===== config.mk =====
export PLATFORM = sky130hd
export DESIGN_NAME = wb_demux14_flat
export DESIGN_NICKNAME = d
export VERILOG_FILES = /design/src/rtl/wb_demux14_if.sv /design/src/rtl/wb_demux14.sv /design/src/flat_wrapper.sv
export SDC_FILE = /design/constraint.sdc
export NUM_CORES = 1
export LEC_CHECK = 0
export ABC_AREA = 1
export CORE_MARGIN = 2
export CORE_UTILIZATION = 35
export DETAILED_ROUTE_END_ITERATION = 8
export PLACE_DENSITY = 0.84
export SLEW_MARGIN = 0
export SYNTH_ARGS = -nofsm -noshare
export SYNTH_HDL_FRONTEND = slang
export SYNTH_SLANG_ARGS = --single-unit

===== constraint.sdc =====
create_clock -name clk -period 3 [get_ports clk]
set_clock_uncertainty 0.2 [all_clocks]
set_input_delay 0.45 -clock clk [delete_from_list [all_inputs] [get_ports clk]]
set_output_delay 0.45 -clock clk [all_outputs]
set_load 0.01 [all_outputs]

===== src/rtl/wb_demux14_if.sv =====
// Write-back demux bus: one producer port plus four consumer channels.
interface wb_demux14_if #(parameter int unsigned WIDTH = 8);
   logic             in_valid;
   logic             in_ready;
   logic [1:0]       s;
   logic [WIDTH-1:0] d;
   logic             v0, v1, v2, v3;
   logic [WIDTH-1:0] y0, y1, y2, y3;
   logic             r0, r1, r2, r3;

   modport slave (
      input  in_valid, s, d, r0, r1, r2, r3,
      output in_ready, v0, v1, v2, v3, y0, y1, y2, y3
   );

   modport master (
      output in_valid, s, d, r0, r1, r2, r3,
      input  in_ready, v0, v1, v2, v3, y0, y1, y2, y3
   );
endinterface


===== src/rtl/wb_demux14.sv =====
// 1-to-4 write-back demultiplexer with a single-entry valid/ready holding buffer.
// Optional per-channel delivery counters on port cnt when WB_DEMUX_CNT_EN is defined.
module wb_demux14 #(
   parameter int unsigned WIDTH = 8
) (
   input logic          clk,
   input logic          rst,
   wb_demux14_if.slave  bus
`ifdef WB_DEMUX_CNT_EN
   ,
   output logic [31:0]  cnt
`endif
);

   localparam int unsigned NCH = 4;

   typedef enum logic {EMPTY, FULL} state_t;

   state_t           state;
   logic [WIDTH-1:0] buf_d;
   logic [1:0]       buf_s;
   logic [NCH-1:0]   r;
   logic [NCH-1:0]   v;
   logic             drain;
   logic             accept;

   assign r = {bus.r3, bus.r2, bus.r1, bus.r0};

   // One-hot valid decode of the held word's destination
   always_comb begin
      v = '0;
      if (state == FULL) v[buf_s] = 1'b1;
   end

   // Only the selected consumer's ready can free the buffer
   assign drain        = |(v & r);
   assign bus.in_ready = (state == EMPTY) | drain;
   assign accept       = bus.in_valid & bus.in_ready;

   assign bus.v0 = v[0];
   assign bus.v1 = v[1];
   assign bus.v2 = v[2];
   assign bus.v3 = v[3];
   assign bus.y0 = v[0] ? buf_d : '0;
   assign bus.y1 = v[1] ? buf_d : '0;
   assign bus.y2 = v[2] ? buf_d : '0;
   assign bus.y3 = v[3] ? buf_d : '0;

   always_ff @(posedge clk or posedge rst) begin
      if (rst) begin
         state <= EMPTY;
         buf_d <= '0;
         buf_s <= '0;
      end else if (accept) begin
         state <= FULL;
         buf_d <= bus.d;
         buf_s <= bus.s;
      end else if (drain) begin
         state <= EMPTY;
      end
   end

`ifdef WB_DEMUX_CNT_EN
   logic [7:0] cnt_q [NCH];

   // Free-running 8-bit delivery counters, wrapping silently
   always_ff @(posedge clk or posedge rst) begin
      if (rst) begin
         for (int i = 0; i < NCH; i++) cnt_q[i] <= 8'd0;
      end else begin
         for (int i = 0; i < NCH; i++)
            if (v[i] & r[i]) cnt_q[i] <= cnt_q[i] + 8'd1;
      end
   end

   assign cnt = {cnt_q[3], cnt_q[2], cnt_q[1], cnt_q[0]};
`endif

endmodule


===== src/flat_wrapper.sv =====
// flat-port wrapper written by rule: the top's interface ports become plain ports
module wb_demux14_flat 
#(
   parameter int unsigned WIDTH = 8
)
  (clk, rst, bus_in_valid, bus_s, bus_d, bus_r0, bus_r1, bus_r2, bus_r3, bus_in_ready, bus_v0, bus_v1, bus_v2, bus_v3, bus_y0, bus_y1, bus_y2, bus_y3);
  wb_demux14_if #(.WIDTH(WIDTH)) bus_i ();
  input logic clk;
  input logic rst;
  input wire logic [$bits(bus_i.in_valid)-1:0] bus_in_valid;
  input wire logic [$bits(bus_i.s)-1:0] bus_s;
  input wire logic [$bits(bus_i.d)-1:0] bus_d;
  input wire logic [$bits(bus_i.r0)-1:0] bus_r0;
  input wire logic [$bits(bus_i.r1)-1:0] bus_r1;
  input wire logic [$bits(bus_i.r2)-1:0] bus_r2;
  input wire logic [$bits(bus_i.r3)-1:0] bus_r3;
  output wire logic [$bits(bus_i.in_ready)-1:0] bus_in_ready;
  output wire logic [$bits(bus_i.v0)-1:0] bus_v0;
  output wire logic [$bits(bus_i.v1)-1:0] bus_v1;
  output wire logic [$bits(bus_i.v2)-1:0] bus_v2;
  output wire logic [$bits(bus_i.v3)-1:0] bus_v3;
  output wire logic [$bits(bus_i.y0)-1:0] bus_y0;
  output wire logic [$bits(bus_i.y1)-1:0] bus_y1;
  output wire logic [$bits(bus_i.y2)-1:0] bus_y2;
  output wire logic [$bits(bus_i.y3)-1:0] bus_y3;
  assign bus_i.in_valid = bus_in_valid;
  assign bus_i.s = bus_s;
  assign bus_i.d = bus_d;
  assign bus_i.r0 = bus_r0;
  assign bus_i.r1 = bus_r1;
  assign bus_i.r2 = bus_r2;
  assign bus_i.r3 = bus_r3;
  assign bus_in_ready = bus_i.in_ready;
  assign bus_v0 = bus_i.v0;
  assign bus_v1 = bus_i.v1;
  assign bus_v2 = bus_i.v2;
  assign bus_v3 = bus_i.v3;
  assign bus_y0 = bus_i.y0;
  assign bus_y1 = bus_i.y1;
  assign bus_y2 = bus_i.y2;
  assign bus_y3 = bus_i.y3;
  wb_demux14 #(.WIDTH(WIDTH)) u_core (.clk(clk), .rst(rst), .bus(bus_i));
endmodule

* Word level (Yosys, flattened, before mapping)
Cells that the tools add are included.
** Word-level totals
- Logic and storage cells :: 21
- Bits in registers :: 11
- Input bits :: 17
** Cells by class
- $lt $le $gt $ge :: 2
- Muxes and demuxes :: 9
- Bitwise operators :: 4
- Reductions and logical operators :: 3
** Operators by type and width (count)
- 2-to-1 mux 8 bit :: 4
- AND 4 bit :: 1
- 2-to-1 mux 4 bit :: 1
- OR reduction 4 bit :: 1
- < comparator 2 x 3 -> 1 bit, second input constant :: 1
- 2-to-1 mux 1 bit :: 3
- demux 1 bit (select 2 bit) :: 1
- greater-or-equal comparator 2 x 1 -> 1 bit, second input constant :: 1
- nonzero test 2 bit :: 1
- AND 1 bit :: 1
- logical AND 1 bit :: 1
- inverter 1 bit :: 1
- bitwise OR 1 bit :: 1

* Depth between registers and ports, before layout
- Word-level depth :: 10
- Gate-level depth with buffers :: 9
- Mapped depth without buffers :: 8

* Least setup slack after synthesis
No wires, ideal clock.
- Kind :: register to output
- From :: register u_core.state
- To :: output bus_y2[0]
- Slack :: 1177 ps
- Required time :: 2350 ps
- Stages on the path, launching flop included :: 5
- Data arrival time :: 1173 ps
- Path buffers :: 0
- Cell sequence :: dfrtp_1 inv_1 nor3_1 inv_2 nor2_1
** On the way
- Word-level cells in the longest chain between the ends :: 2
** Ends and longest elaborated chain
- start, declared :: RTL line wb_demux14.sv:19 : state_t state;
- start signal, assigned :: RTL line wb_demux14.sv:51 : state <= EMPTY;
- start signal, assigned :: RTL line wb_demux14.sv:55 : state <= FULL;
- start signal, assigned :: RTL line wb_demux14.sv:59 : state <= EMPTY;
- 2-to-1 mux 4 bit :: RTL line wb_demux14.sv:32 : if (state == FULL) v[buf_s] = 1'b1;
- net bus_v2 :: RTL line flat_wrapper.sv:20 : output wire logic [$bits(bus_i.v2)-1:0] bus_v2;
- 2-to-1 mux 8 bit :: RTL line wb_demux14.sv:46 : assign bus.y2 = v[2] ? buf_d : '0;
- end, declared :: RTL line flat_wrapper.sv:24 : output wire logic [$bits(bus_i.y2)-1:0] bus_y2;
The timed path passes the listed nets, and every way through them passes these cells.

* Final worst setup path
- From :: register u_core.state
- To :: output bus_y2[3]
** On the way
- Word-level cells in the longest chain between the ends :: 2
** Ends and longest elaborated chain (RTL line)
- 2-to-1 mux 4 bit :: wb_demux14.sv:32
- 2-to-1 mux 8 bit :: wb_demux14.sv:46
No other way between the ends.

==> impl_metrics.json <==
{
  "grt_max_degree": 13,
  "syn_area_um2": 688,
  "die_w_um": 48.3,
  "yosysSeqAreaShare_pct": 40.0,
  "grtUsageTotal_pct": 19.5,
  "ys_seq_elements": 11,
  "drc": 0,
  "criticalPathCategory": "reg2out",
  "fp.dieH_um": 48.3,
  "start_util_pct": 36.2,
  "fin_nets": 183,
  "grt_overflow": 0,
  "diodes": 0,
  "cts_resized": 0,
  "fp.coreArea_mm2": 0.00190,
  "synth_mux_area_share_pct": 0,
  "critPathSlowestCell": "clkdlybuf4s50_1",
  "synth_top_cell_by_area": "dfrtp_1",
  "cts_root_buffer": "clkbuf_4",
  "wire_per_inst_um": 11.2,
  "setup_ws_ps": 446,
  "clk_path_buf_depth": 2,
  "synth_fp_nets": 127,
  "ctsHoldBuffers": 0,
  "switching_power_uw": 496,
  "post-dp-hpwl_um": 1790,
  "routabilityCongestion": 0.867,
  "hold_violations": 0,
  "status": "finished clean",
  "cp_top_family": "buffers and inverters",
  "dr.pass1.iters": 4,
  "p_total_uw": 1100,
  "wl_um": 2160,
  "synthAdderAreaFrac_pct": 0,
  "final_max_slew_viol_count": 0,
  "cts_made_buffers": 3,
  "syn_avg_cell_area_um2": 6.26,
  "slowest_delay_ps": 550,
  "antenna_found_initial": 0,
  "cts_tree": "built",
  "crit_path_end_kind": "primary output",
  "final.setup.tns_ps": 0,
  "timing.fmax_mhz": 392,
  "syn2layout_area_growth_pct": 83.8,
  "post-route-period-util_pct": 85.1,
  "power.internal_uw": 601,
  "synthTopCellsByArea": "dfrtp_1 (40%), nor2_1 (20%), nand2_1 (14%)",
  "drive_above_1_share_pct": 5.45,
  "antenna_left": 0,
  "final_common_cell": "clkdlybuf4s50_1",
  "clk_latency_ps": 270,
  "synthSimpleGateAreaFrac_pct": 45.3,
  "hold_path.class": "in2async",
  "layout_common_cells": "clkdlybuf4s50_1 (53), nor2_1 (36), nand2_1 (25), inv_1 (17)",
  "drv_cap": 0,
  "grt_setup_unrepaired": "no",
  "cp-start-kind": "register",
  "vias": 871,
  "rows": 16,
  "power_frac_comb_pct": 65.2,
  "grt_pass1_wl_um": 3590,
  "cp.arrival_ps": 1900,
  "synth_top_family_by_area": "simple AND/OR/NAND/NOR gates",
  "p_seq_share_pct": 25.8,
  "path_cells": "inv_1 > nor3_1 > inv_2 > nor2_1 > clkdlybuf4s50_1",
  "p_leak_uw": 0.000606,
  "viasPerCell": 4.54,
  "cts_num_sinks": 11,
  "h-tree-depth": 1,
  "synth-xor-area-share_pct": 0,
  "ys_warn_count": 0,
  "tightest_slew_ps": 404,
  "io_buffers": 53,
  "fp.dieArea_mm2": 0.00234,
  "grt_pass1_vias": 780,
  "timing.hold.ws_ps": 257,
  "critPathMaxFanout": 8,
  "period_needed_ps": 2550,
  "final-setup-viol-count": 0,
  "powerDensity_mw_per_mm2": 867,
  "critPathBufInv": 3,
  "post-place-ws_ps": 609,
  "irDropWorstVdd_mv": 0.461,
  "clk_pin_slew_ps": 70,
  "drt_iter0_markers": 25,
  "synthCells": 110,
  "slew_headroom_pct": 73.1,
  "p_sw_share_pct": 45.2,
  "synth-compound-area-share_pct": 1.09,
  "synth.top_cell.area_share_pct": 40.0,
  "clockPowerShare_pct": 9.0,
  "io_pins": 54,
  "post_cts_buffers": 0,
  "synth_cell_types": 14,
  "worst_ep_required_time_ps": 2350
}
[cell usage after synthesis]
cell type / instances
buf_4: 1
buf_6: 1
clkbuf_1: 1
dfrtp_1: 11
inv_1: 17
inv_2: 2
nand2_1: 25
nand2_2: 1
nand3_1: 11
nand3_2: 1
nand4_1: 1
nor2_1: 36
nor3_1: 1
o21bai_1: 1
[cell families (layout without fill, tap and decap cells)]
logic type / Yosys count / after routing
and+or+nand+nor: 76 / 76
buffers and inverters: 22 / 77
DFF: 11 / 11
AOI/OAI and AO/OA: 1 / 1
[worst reg2reg max path, cell delays in order (launching register included)]
cell and delay [ps]:
dfrtp_1 440, inv_1 110, nand3_2 190, nor2_1 140, nor2_1 70, nand2_2 60, buf_4 170, nand2_1 230
nand2_1 140, nand2_1 60
[flip-flops by register name, summed over array words and instances (netlist names)]
name	flops
u_core.buf_d	8
u_core.buf_s	2
u_core.state	1
[final timing paths]
kind	from	endpoint	slack, ps	cells after the start
hold reg to reg	u_core.buf_d[0]	u_core.buf_d[0]	280	2
setup reg to reg	u_core.buf_s[1]	u_core.buf_d[2]	1100	9
setup / recovery	u_core.state	bus_y2[3]	450	5
max in group asynchronous	rst	u_core.buf_d[3]	2060	2
hold / removal	rst	u_core.buf_d[7]	260	2
min in group clk	u_core.buf_d[0]	u_core.buf_d[0]	280	2
[layer usage]
| metal | track usage [%] | up-vias | routed length (um) |
|---|---|---|---|
| met1 | 24.4 | 387 | 953 |
| met4 | 11.4 | 0 | 40 |
| met5 | 0 | - | 0 |
| met2 | 30.6 | 44 | 964 |
| li1 | - | 436 | - |
| met3 | 5.25 | 4 | 198 |
[power by group through the flow]
stage / sequential [uW] / combinational [uW] / clock [uW]
floorplan: 265 / 394 / 0
global placement: 275 / 698 / 0
detailed placement: 283 / 721 / 0
CTS: 281 / 722 / 99.8
global route: 292 / 789 / 108
finish: 283 / 715 / 98.5
[per-stage QoR]
step / instance area [um2] / utilization [%] / cells
final: 1260 / 66.5 / 192
after global routing: 1260 / 66.5 / 192
after CTS: 1260 / 66.5 / 192
after detailed placement: 1240 / 65.1 / 188
after global placement: 1240 / 65.1 / 188
after floorplan: 688 / - / 110
[final cells by class]
cell class / instances / area, um2
inverters: 19 / 71.3
clock buffers: 3 / 22.5
multi-input cells: 77 / 319
repair buffers: 54 / 538
clock inverters: 1 / 5.00
flip-flops and latches: 11 / 275
fillers: 158 / 637
well taps: 27 / 33.8
(Power assumes the default switching activity.)
